[config.mk]
export PLATFORM = sky130hd
export DESIGN_NAME = irq_prio_ctrl_flat
export DESIGN_NICKNAME = d
export VERILOG_FILES = /design/src/rtl/irq_pkg.sv /design/src/rtl/irq_prio_ctrl_if.sv /design/src/rtl/prio_onehot8.sv /design/src/rtl/irq_prio_ctrl.sv /design/src/flat_wrapper.sv
export SDC_FILE = /design/constraint.sdc
export NUM_CORES = 1
export LEC_CHECK = 0
export BUFFER_PORTS_ARGS = -buffer_cell sky130_fd_sc_hd__buf_2
export CORE_ASPECT_RATIO = 0.5
export CORE_MARGIN = 10
export CORE_UTILIZATION = 50
export CTS_CLUSTER_DIAMETER = 60
export DETAILED_ROUTE_END_ITERATION = 12
export PLACE_DENSITY = 0.8
export SKIP_LAST_GASP = 1
export SLEW_MARGIN = 15
export SYNTH_ARGS = -nofsm -noshare
export SYNTH_HDL_FRONTEND = slang
export SYNTH_SLANG_ARGS = --single-unit
[constraint.sdc]
create_clock -name clk -period 2.06 [get_ports clk]
set_input_delay 0.309 -clock clk [delete_from_list [all_inputs] [get_ports clk]]
set_output_delay 0.309 -clock clk [all_outputs]
set_load 0.02 [all_outputs]
[src/rtl/irq_pkg.sv]
// Shared types and constants for the eight-line prioritised interrupt controller.
package irq_pkg;

    localparam int unsigned N_IRQ = 8;
    localparam int unsigned ID_W  = 3;

    typedef enum logic {
        IDLE = 1'b0,
        REQ  = 1'b1
    } state_t;

    function automatic logic [ID_W-1:0] onehot_to_idx(input logic [N_IRQ-1:0] oh);
        logic [ID_W-1:0] idx;
        idx = '0;
        for (int unsigned i = 0; i < N_IRQ; i++) begin
            if (oh[ID_W'(i)]) idx = idx | ID_W'(i);
        end
        return idx;
    endfunction

endpackage

[src/rtl/irq_prio_ctrl_if.sv]
// Interrupt controller bus: raw lines, mask write, CPU handshake and status.
interface irq_prio_ctrl_if;

    logic [irq_pkg::N_IRQ-1:0] irq;
    logic                      mask_we;
    logic [irq_pkg::N_IRQ-1:0] mask_wdata;
    logic                      int_ack;
    logic                      eoi;
    logic [irq_pkg::ID_W-1:0]  eoi_id;
    logic                      int_valid;
    logic [irq_pkg::ID_W-1:0]  int_id;
    logic [irq_pkg::N_IRQ-1:0] pending_o;
    logic [irq_pkg::N_IRQ-1:0] in_service_o;

    modport master (
        output irq, mask_we, mask_wdata, int_ack, eoi, eoi_id,
        input  int_valid, int_id, pending_o, in_service_o
    );

    modport slave (
        input  irq, mask_we, mask_wdata, int_ack, eoi, eoi_id,
        output int_valid, int_id, pending_o, in_service_o
    );

endinterface

[src/rtl/prio_onehot8.sv]
// Combinational selector: one-hot of the highest set bit of an 8-bit request.
module prio_onehot8 (
    input  logic [7:0] req,
    output logic [7:0] gnt
);

    always_comb begin
        gnt = '0;
        for (int unsigned i = 0; i < 8; i++) begin
            if (req[3'(i)]) gnt = 8'(1) << i;
        end
    end

endmodule

[src/rtl/irq_prio_ctrl.sv]
// Edge-captured, masked, nesting-aware interrupt controller with a valid/ack
// presentation to the CPU.
module irq_prio_ctrl
    import irq_pkg::*;
(
    input logic            clk,
    input logic            reset_n,
    irq_prio_ctrl_if.slave bus
);

    state_t state, state_n;

    logic [N_IRQ-1:0] irq_q, pending, mask, in_service;
    logic [N_IRQ-1:0] pending_n, in_service_n;
    logic [ID_W-1:0]  id_r, id_n;
    logic [N_IRQ-1:0] rise, hi_isr, allowed, eligible, win_oh;

    prio_onehot8 u_isr_sel  (.req(in_service), .gnt(hi_isr));
    prio_onehot8 u_elig_sel (.req(eligible),   .gnt(win_oh));

    assign rise = bus.irq & ~irq_q;
    // Only lines strictly above the highest in-service line may preempt it.
    assign allowed  = (hi_isr == '0) ? '1 : ~(hi_isr | (hi_isr - N_IRQ'(1)));
    assign eligible = pending & mask & allowed;

    always_comb begin
        state_n      = state;
        id_n         = id_r;
        pending_n    = pending;
        in_service_n = in_service;

        // EOI retires first so a same-cycle ack on that line re-sets it.
        if (bus.eoi) in_service_n[bus.eoi_id] = 1'b0;

        case (state)
            IDLE: begin
                if (eligible != '0) begin
                    id_n    = onehot_to_idx(win_oh);
                    state_n = REQ;
                end
            end
            REQ: begin
                if (bus.int_ack) begin
                    pending_n[id_r]    = 1'b0;
                    in_service_n[id_r] = 1'b1;
                    state_n            = IDLE;
                end
            end
            default: state_n = IDLE;
        endcase

        // New edges win over the ack clear.
        pending_n = pending_n | rise;
    end

    always_ff @(posedge clk or negedge reset_n) begin
        if (!reset_n) begin
            state      <= IDLE;
            irq_q      <= '0;
            pending    <= '0;
            mask       <= '0;
            in_service <= '0;
            id_r       <= '0;
        end else begin
            state      <= state_n;
            irq_q      <= bus.irq;
            pending    <= pending_n;
            in_service <= in_service_n;
            id_r       <= id_n;
            if (bus.mask_we) mask <= bus.mask_wdata;
        end
    end

    assign bus.int_valid    = (state == REQ);
    assign bus.int_id       = id_r;
    assign bus.pending_o    = pending;
    assign bus.in_service_o = in_service;

endmodule

[src/flat_wrapper.sv]
// flat-port wrapper written by rule: the top's interface ports become plain ports
module irq_prio_ctrl_flat import irq_pkg::*;
  (clk, reset_n, bus_irq, bus_mask_we, bus_mask_wdata, bus_int_ack, bus_eoi, bus_eoi_id, bus_int_valid, bus_int_id, bus_pending_o, bus_in_service_o);
  irq_prio_ctrl_if bus_i ();
  input logic clk;
  input logic reset_n;
  input wire logic [$bits(bus_i.irq)-1:0] bus_irq;
  input wire logic [$bits(bus_i.mask_we)-1:0] bus_mask_we;
  input wire logic [$bits(bus_i.mask_wdata)-1:0] bus_mask_wdata;
  input wire logic [$bits(bus_i.int_ack)-1:0] bus_int_ack;
  input wire logic [$bits(bus_i.eoi)-1:0] bus_eoi;
  input wire logic [$bits(bus_i.eoi_id)-1:0] bus_eoi_id;
  output wire logic [$bits(bus_i.int_valid)-1:0] bus_int_valid;
  output wire logic [$bits(bus_i.int_id)-1:0] bus_int_id;
  output wire logic [$bits(bus_i.pending_o)-1:0] bus_pending_o;
  output wire logic [$bits(bus_i.in_service_o)-1:0] bus_in_service_o;
  assign bus_i.irq = bus_irq;
  assign bus_i.mask_we = bus_mask_we;
  assign bus_i.mask_wdata = bus_mask_wdata;
  assign bus_i.int_ack = bus_int_ack;
  assign bus_i.eoi = bus_eoi;
  assign bus_i.eoi_id = bus_eoi_id;
  assign bus_int_valid = bus_i.int_valid;
  assign bus_int_id = bus_i.int_id;
  assign bus_pending_o = bus_i.pending_o;
  assign bus_in_service_o = bus_i.in_service_o;
  irq_prio_ctrl u_core (.clk(clk), .reset_n(reset_n), .bus(bus_i));
endmodule
# --- Word-level counts from Yosys, hierarchy flattened ---
# Index checks and enable logic that the tools add are counted.
totals:
  regBits: 36
  latchBits: 0
  ramBits: 0
  romBits: 0
  inputBits: 24
  out_inout_bits: 20
  wordCells: 65
  memories: 0
op_classes:
  n_addsub: 1
  multipliers: 0
  div_mod_pow: 0
  n_lt_le_gt_ge: 4
  eq_ne: 0
  n_shift: 0
  mux: 36
  bitwise: 13
  reduce_logical: 5
ops:
  columns: ["cell", "count"]
  rows:
  - ["$mux 8", 20]
  - ["$and 8x8->8", 5]
  - ["$not 8->8", 4]
  - ["$or 8x8->8", 3]
  - ["$mux 3", 4]
  - ["$logic_not 8->1", 1]
  - ["$lt 3x4->1 const B", 2]
  - ["$reduce_bool 8->1", 1]
  - ["$sub 8x1->8 const B", 1]
  - ["$mux 1", 7]
  - ["$demux 1 s3", 2]
  - ["$ge 3x1->1 const B", 2]
  - ["$mux 2", 2]
  - ["$logic_and 1x1->1", 2]
  - ["$pmux 1 s2", 1]
  - ["$reduce_and 2->1", 1]
  - ["$not 1->1", 1]

# --- Depth between registers and ports, before layout ---
# Gate-level depths: netlist of run 1.
depth:
  ltp_word: 28
  mapped_depth: 6
  mapped_depth_nobuf: 5

# --- Modules after synthesis ---
# A second synthesis of run 1 with hierarchy kept.
hier_totals:
  cells_unflattened: 169
  hier_area_um2: 1729.2
modules_own_cells:
  columns: ["mod", "instances", "cells_each", "area_per_inst_um2", "seq_area_each_um2"]
  rows:
  - ["irq_prio_ctrl", 1, 149, 1569.0, 900.9]
  - ["prio_onehot8", 2, 10, 80.1, 0.0]

# --- Worst setup path before layout of run 1 ---
# OpenSTA, ideal clock, no wires.
synth_timing:
  path_type: "register to register"
  start: "register u_core.in_service[5] (netlist: u_core.bus.in_service_o[5])"
  end: "register u_core.id_r[0] (netlist: u_core.bus.int_id[0])"
  setup_ns: 0.080
  arrival_time_ns: 1.494
  required_ns: 1.980
  slack_ns: 0.486
  path_stages_with_launch: 6
  path_buffers: 0
  synth_period_minus_slack_ns: 1.574
  cell_sequence: "dfrtp_1 -> or4_4 -> nor2_2 -> a21boi_2 -> o21ai_1 -> a2bb2oi_1"
synth_between:
  elab_chain_cells: 22
  elab_cells_between_ends: 25
  classes_between: "add/sub: 1; mux: 18; bitwise: 3; reduce/logical: 3"
synth_lines:
  columns: ["item", "line", "source"]
  rows:
  - ["from (decl)", "irq_prio_ctrl.sv:13", "logic [N_IRQ-1:0] irq_q, pending, mask, in_service;"]
  - ["from (signal assigned)", "irq_prio_ctrl.sv:68", "in_service <= in_service_n;"]
  - ["$mux 8 (*) (3 in series)", "prio_onehot8.sv:10", "if (req[3'(i)]) gnt = 8'(1) << i;"]
  - ["$sub 8x1->8", "irq_prio_ctrl.sv:23", "assign allowed = (hi_isr == '0) ? '1 : ~(hi_isr | (hi_isr - N_IRQ'(1)));"]
  - ["$or 8x8->8", "irq_prio_ctrl.sv:23", null]
  - ["$not 8->8", "irq_prio_ctrl.sv:23", null]
  - ["$mux 8 (*)", "irq_prio_ctrl.sv:23", null]
  - ["$and 8x8->8 (*)", "irq_prio_ctrl.sv:24", "assign eligible = pending & mask & allowed;"]
  - ["$mux 8 (7 in series)", "prio_onehot8.sv:10", null]
  - ["$mux 1", "irq_pkg.sv:16", "if (oh[ID_W'(i)]) idx = idx | ID_W'(i);"]
  - ["$mux 2 (2 in series)", "irq_pkg.sv:16", null]
  - ["$mux 3 (4 in series)", "irq_pkg.sv:16", null]
  - ["to (signal assigned)", "irq_prio_ctrl.sv:69", "id_r <= id_n;"]
  - ["to (decl)", "irq_prio_ctrl.sv:15", "logic [ID_W-1:0] id_r, id_n;"]
# Every way passes the cells marked *; elsewhere a longest branch is shown, timed or not.
# A chain may end at the register's enable or synchronous reset.

# --- Worst setup path after layout of run 1 ---
# Same ends and word-level chain as after synthesis.

==> results by group, run 1 <==
Placement
  – Dpl hpwl: 2.85 mm
  – Gpl congestion: 0.875
  – Number of port buffers: 43

Worst setup path
  – Critical path startpoint category: flop
  – Max stage delay on crit path: 0.56 ns
  – Arr. time, crit path: 1.86 ns
  – Critical path capture point type: flop
  – Worst EP required: 2.25 ns
  – Cell chain of the critical path: or4_4, nor2_2, o21ai_2, a21oi_2, a2bb2oi_1
  – WS Path Type: reg2reg
  – Critical-path top delay cell: or4_4
  – Worst Path Max Fanout: 5

Final layout
  – Count of nets after finishing: 212
  – Multi-input logic area: 527 um^2
  – Fillers: 246
  – Share of layout cells above drive strength 1: 34.9%
  – # diodes: 0
  – FF/Latch Area: 901 um^2
  – Area Overhead vs Synth: 23.4%

Global route
  – Vias in the first global route: 1301
  – Final global-route overflow total: 0
  – Initial antenna violation count: 0
  – Busiest grt layer: met2
  – GRT met1 Usage: 15.5%
  – GRT Overall Usage: 13.3%
  – GRT met3 Usage: 5.36%
  – Global-route wire length before repair: 6.12 mm
  – Largest net degree at the start of global routing: 37
  – GR Util met2: 22.1%

Clock tree
  – CTS tree: yes
  – Sink Count: 36
  – H-Tree Depth: 2
  – CTS Buf Count: 5
  – Post-CTS setup buffers: 0
  – Post-CTS sizing: 0
  – Clock Path Buffers: 2
  – Clock Pin Slew Worst Setup and Hold Paths: 0.07 ns
  – Clk Latency, worst-skew pair: 0.28 ns
  – CTS Hold Bufs: 0
  – CTS Root Buffer Type: clkbuf_8

STA
  – Clock Skew: 0.00566 ns
  – Final hold violations: 0
  – Worst relative slew slack: 47.7%
  – Least-Margin Pin Slew: 0.785 ns
  – Setup TNS: 0 ns
  – Max Fclk: 0.599 GHz
  – Tmin final: 1.67 ns
  – Pins over their slew limit: 0
  – RSZ-0062 raised after global routing: false
  – Final period util: 81.1%
  – Final setup violating endpoints: 0
  – Hold Slack: 0.104 ns

Yosys
  – FF+latch count, synth: 36
  – Post-Syn Area: 1470 um^2
  – Synth Area per Inst: 10.5 um^2
  – Cells after Synth: 140
  – Yosys synthesis warning count: 0
  – Unique cell type count in the Yosys netlist: 31
  – Sequential share of the synthesized area: 61.1%
  – Syn Nets: 164

Route
  – 1st-iter DRT viols: 80
  – Routed length per instance: 16.4 um
  – DRT antenna net count: 0
  – Total Wirelength: 3.70 mm
  – Via Count: 1177
  – Router iterations before antenna repair: 4
  – Vias per inst: 5.21
  – Residual DRC: 0

Die
  – Die area: 5650 um^2
  – DIE HEIGHT: 58.4 um
  – Chip width: 96.8 um
  – Core ar.: 2700 um^2
  – Starting Density: 54.6%
  – Ports: 44
  – Row Count: 13

Pwr
  – Power density of the placed cells: 1350 nW/um^2
  – VDD IR max: 682 uV
  – Leakage: 0.000917 uW

Flow run
  – Max cap viols: 0

Hold path
  – HP Class: in2async

Status
  – Run status: complete, no violations
metal layers:
layer / vias up / wire length, um / share of wire [%]
met5: - / 0 / 0
met4: 0 / 38 / 1.0
met3: 4 / 332 / 9.0
met2: 47 / 1800 / 49
met1: 551 / 1530 / 41
li1: 575 / - / -
registers in the layout, indices dropped and copies added (netlist names):
signal and flops:
u_core.bus.in_service_o 8, u_core.bus.int_id 3, u_core.bus.int_valid 1, u_core.bus.pending_o 8, u_core.irq_q 8, u_core.mask 8
where the power goes:
group / switching [uW] / internal (uW) / total (uW)
clock: 242 / 267 / 508
combinational: 555 / 327 / 882
sequential: 189 / 883 / 1070
cells by family after synthesis:
| kind of cell | after synthesis | share of synthesized area (%) |
|---|---|---|
| compound gates | 32 | 13.6 |
| flops | 36 | 61.1 |
| buf+inv | 12 | 3.14 |
| mux | 8 | 6.11 |
| simple gates | 52 | 16.0 |
cells in the mapped netlist, drive strengths merged:
cell type  count  area, um^2
a211oi         1        7.51
a21boi         2        18.8
a21oi          3        18.8
a2bb2oi        1        8.76
a31oi          1        6.26
and3           1        6.26
buf            1        5.00
clkbuf         1        3.75
dfrtp         36         901
inv           10        37.5
mux2           8        90.1
nand2         32         120
nand2b         3        18.8
nand3          2        10.0
nand3b         2        15.0
nand4          1        6.26
nor2           7        31.3
nor2b          1        6.26
nor3           1        5.00
o21a           1        7.51
o21ai         19        98.8
o22ai          2        18.8
o31ai          2        15.0
or3            1        6.26
or4            1        11.3
worst max-delay path: cells and delay by family, from the launching register on:
kind            cells  cell delay [ns]
simple gates        2             0.72
flops               1             0.40
compound gates      3             0.45
cell usage in the layout, fill, tap and decap left out, types with 3 or more instances in the layout:
cell type and count:
clkbuf_8 6, nand2_1 32, o21ai_1 5, mux2_2 8
buf_2 43, o21ai_0 13, nor2_1 5, dfrtp_1 36
inv_1 10, nand2b_1 3
worst paths after layout:
check,from,end,slack [ns],depth (start not counted)
setup / recovery,u_core.bus.in_service_o[5],u_core.bus.int_id[0],0.39,5
hold / removal,reset_n,u_core.bus.pending_o[3],0.10,1
setup reg to reg,u_core.bus.in_service_o[5],u_core.bus.int_id[0],0.39,5
hold reg to reg,u_core.irq_q[6],u_core.bus.pending_o[6],0.41,1
max in group asynchronous,reset_n,u_core.mask[6],1.46,1
min in group clk,bus_irq[3],u_core.irq_q[3],0.14,1
cell type report:
| class | count | share of cell area, % |
|---|---|---|
| sequential | 36 | 49.5 |
| multi-input combinational | 92 | 29.0 |
| clock buffer | 6 | 4.54 |
| timing repair buffer | 43 | 11.8 |
| inverter | 10 | 2.06 |
| clock inverter | 2 | 0.550 |
| tap | 37 | 2.54 |
stage by stage:
step | util [%] | total power [uW] | area, um^2 | cells | setup slack [ns]
after global placement | 63.9 | 1930 | 1730 | 218 | 0.534
after floorplan | - | 1630 | 1470 | 140 | 0.486
final | 67.4 | 2460 | 1820 | 226 | 0.390
after detailed placement | 63.9 | 1970 | 1730 | 218 | 0.392
after global routing | 67.4 | 2630 | 1820 | 226 | 0.320
after CTS | 67.4 | 2480 | 1820 | 226 | 0.390
No activity file was read; power rests on OpenSTA's default activity.
==> run 2, diff against run 1 <==
clock period = 1.62 ns   (was 2.06 ns; I/O delays follow)
==> run 2 against run 1 <==
  * The flow now finishes with violations (hold timing, setup timing)
  * Hold slack worse by 0.12 ns
  * Via count is 2.1% higher
  * Die area stayed put
  * Clock-buffer cell count is 2 higher
  * Clock skew is 0.0021 ns lower
  * Global-route usage is 0.59 points higher
  * Largest cell class unchanged
==> results by group, run 2 (synthesis gave the netlist of run 1 again) <==
Status
  – Run status: complete, but fails checks
  – Failing checks: hold timing, setup timing

Worst setup path
  – Worst EP required: 1.78 ns (-0.47 ns)
  – CP startpoint: u_core.bus.in_service_o[5]
  – R2R cell count: 5 (unchanged)
  – Critical path capture point type: flop
  – WS Path Type: reg2reg
  – Worst Path Max Fanout: 4 (-1)
  – Max stage delay on crit path: 0.58 ns (+0.02 ns)
  – Critical-path top delay cell: or4_4
  – Arr. time, crit path: 1.78 ns (-0.08 ns)
  – Critical path startpoint category: flop
  – Cell chain of the critical path: or4_4, o22ai_4, inv_1, a31oi_1, o22ai_1
  – Setup slack, reg-to-reg: -0.004 ns (-0.39 ns)
  – Reg2Reg Launch Point: u_core.bus.in_service_o[5]

Global route
  – Global-route wire length before repair: 6.33 mm (+3.5%)
  – GRT Overall Usage: 13.9% (+0.59 points)
  – Initial antenna violation count: 0 (unchanged)
  – Final global-route overflow total: 0 (unchanged)
  – Vias in the first global route: 1362 (+4.7%)
  – Largest net degree at the start of global routing: 37 (unchanged)

STA
  – Final period util: 100% (+19 points)
  – Max Fclk: 0.616 GHz (+2.8%)
  – Least-Margin Pin Slew: 0.444 ns (-0.341 ns)
  – Final hold violations: 36 (+36)
  – Tmin final: 1.62 ns (-0.0459 ns)
  – Worst relative slew slack: 70.4% (+23 points)
  – Hold Slack: -0.0186 ns (-0.123 ns)
  – Setup TNS: -0.00677 ns (-0.00677 ns)
  – Pins over their slew limit: 0 (unchanged)
  – Final setup violating endpoints: 2 (+2)
  – Clock Skew: 0.00361 ns (-0.00205 ns)
  – RSZ-0062 raised after global routing: true
  – Post-route setup slack: -0.00388 ns (-0.394 ns)

Pwr
  – Power density of the placed cells: 1730 nW/um^2 (+28%)
  – Leakage: 0.000921 uW (+0.47%)
  – VDD IR max: 730 uV (+7.0%)

Route
  – DRT antenna net count: 0 (unchanged)
  – Residual DRC: 0 (unchanged)
  – Via Count: 1202 (+2.1%)
  – Total Wirelength: 3.81 mm (+2.9%)
  – 1st-iter DRT viols: 94 (+18%)
  – Router iterations before antenna repair: 4 (unchanged)
  – Vias per inst: 5.27 (+1.2%)
  – Routed length per instance: 16.7 um (+2.0%)

Final layout
  – Fin util: 68.4% (+1.1 points)
  – FF/Latch Area: 901 um^2 (unchanged)
  – # diodes: 0 (unchanged)
  – Finished Cell Area: 1850 um^2 (+1.6%)
  – Non-filler cells, final: 228 (+0.88%)
  – Share of layout cells above drive strength 1: 35.1% (+0.16 points)
  – Fillers: 218 (-11%)
  – Count of nets after finishing: 214 (+0.94%)
  – Area Overhead vs Synth: 25.4%
  – Multi-input logic area: 543 um^2 (+3.1%)
  – Commonest non-fill, non-tap cells in the layout: buf_2, dfrtp_1, nand2_1
  – Most common cell after layout, fill and taps aside: buf_2

Placement
  – Placed cell count: 219 (+0.46%)
  – Dpl hpwl: 2.96 mm (+3.9%)
  – Placed Instance Area: 1730 um^2 (+0.43%)
  – Number of port buffers: 43 (unchanged)
  – Gpl congestion: 0.886 (+1.2%)

Clock tree
  – CTS tree: yes
  – Sink Count: 36 (unchanged)
  – Clock Path Buffers: 2 (unchanged)
  – CTS Buf Count: 5 (unchanged)
  – Clock Pin Slew Worst Setup and Hold Paths: 0.07 ns (about the same)
  – Clk Latency, worst-skew pair: 0.28 ns (about the same)
  – CTS Hold Bufs: 0 (unchanged)
  – CTS Root Buffer Type: clkbuf_8
  – H-Tree Depth: 2 (unchanged)

Hold path
  – HP Class: in2async

Die
  – Ports: 44 (unchanged)
  – Starting Density: 54.6% (unchanged)
  – Row Count: 13 (unchanged)
  – Chip width: 96.8 um (unchanged)
  – Core ar.: 2700 um^2 (unchanged)
  – Die area: 5650 um^2 (unchanged)
  – DIE HEIGHT: 58.4 um (unchanged)

Flow run
  – Max cap viols: 0 (unchanged)
run 2: power breakdown:
part | total (uW) | switching [uW] | internal (uW)
Sequential | 1360 | 233 | 1120
Clock | 651 | 304 | 347
Combinational | 1180 | 738 | 446
Total | 3190 | 1280 | 1920
run 2: worst max-delay path, delay by kind of cell, from the launching register on:
family / cells / cell delay [ns]
AND/OR/NAND/NOR: 1 / 0.58
AO/OA/AOI/OAI: 3 / 0.42
flip-flops: 1 / 0.40
buffers and inverters: 1 / 0.10
run 2: final timing paths:
| check | to |
|---|---|
| min in group clk | u_core.irq_q[5] |
| max in group asynchronous | u_core.mask[7] |
| hold reg to reg | u_core.bus.pending_o[1] |
| setup / recovery | u_core.bus.int_id[1] |
| setup reg to reg | u_core.bus.int_id[1] |
| hold / removal | u_core.mask[1] |
run 2: through the flow:
| stage | worst slack [ns] | total power, uW |
|---|---|---|
| CTS | -0.000180 | 3190 |
| detailed placement | 0.0217 | 2500 |
| global route | -0.0428 | 3390 |
| global placement | 0.0955 | 2450 |
| finish | -0.00388 | 3190 |
| floorplan | 0.0465 | 2070 |
run 2: layout make-up:
type / instances / share of cell area (%)
clock buffers: 8 / 4.87
inverters: 10 / 2.03
multi-input cells: 92 / 29.4
flip-flops and latches: 36 / 48.7
well taps: 37 / 2.51
repair buffers: 45 / 12.5
run 2: repair_timing:
action                                  CTS  global route
setup buffers                             0             1
endpoints found under the setup margin    2             3
pin swaps                                 1             1
resized for setup                         3             0
run 2: metal layers:
metal	routed length, um	global-route usage, %	vias to the layer above	part of all wire, %
li1	-	-	576	-
met1	1650	15.6	586	43
met2	1840	23.8	35	48
met3	259	5.24	5	6.8
met4	47	5.64	0	1.2
met5	0	0	-	0
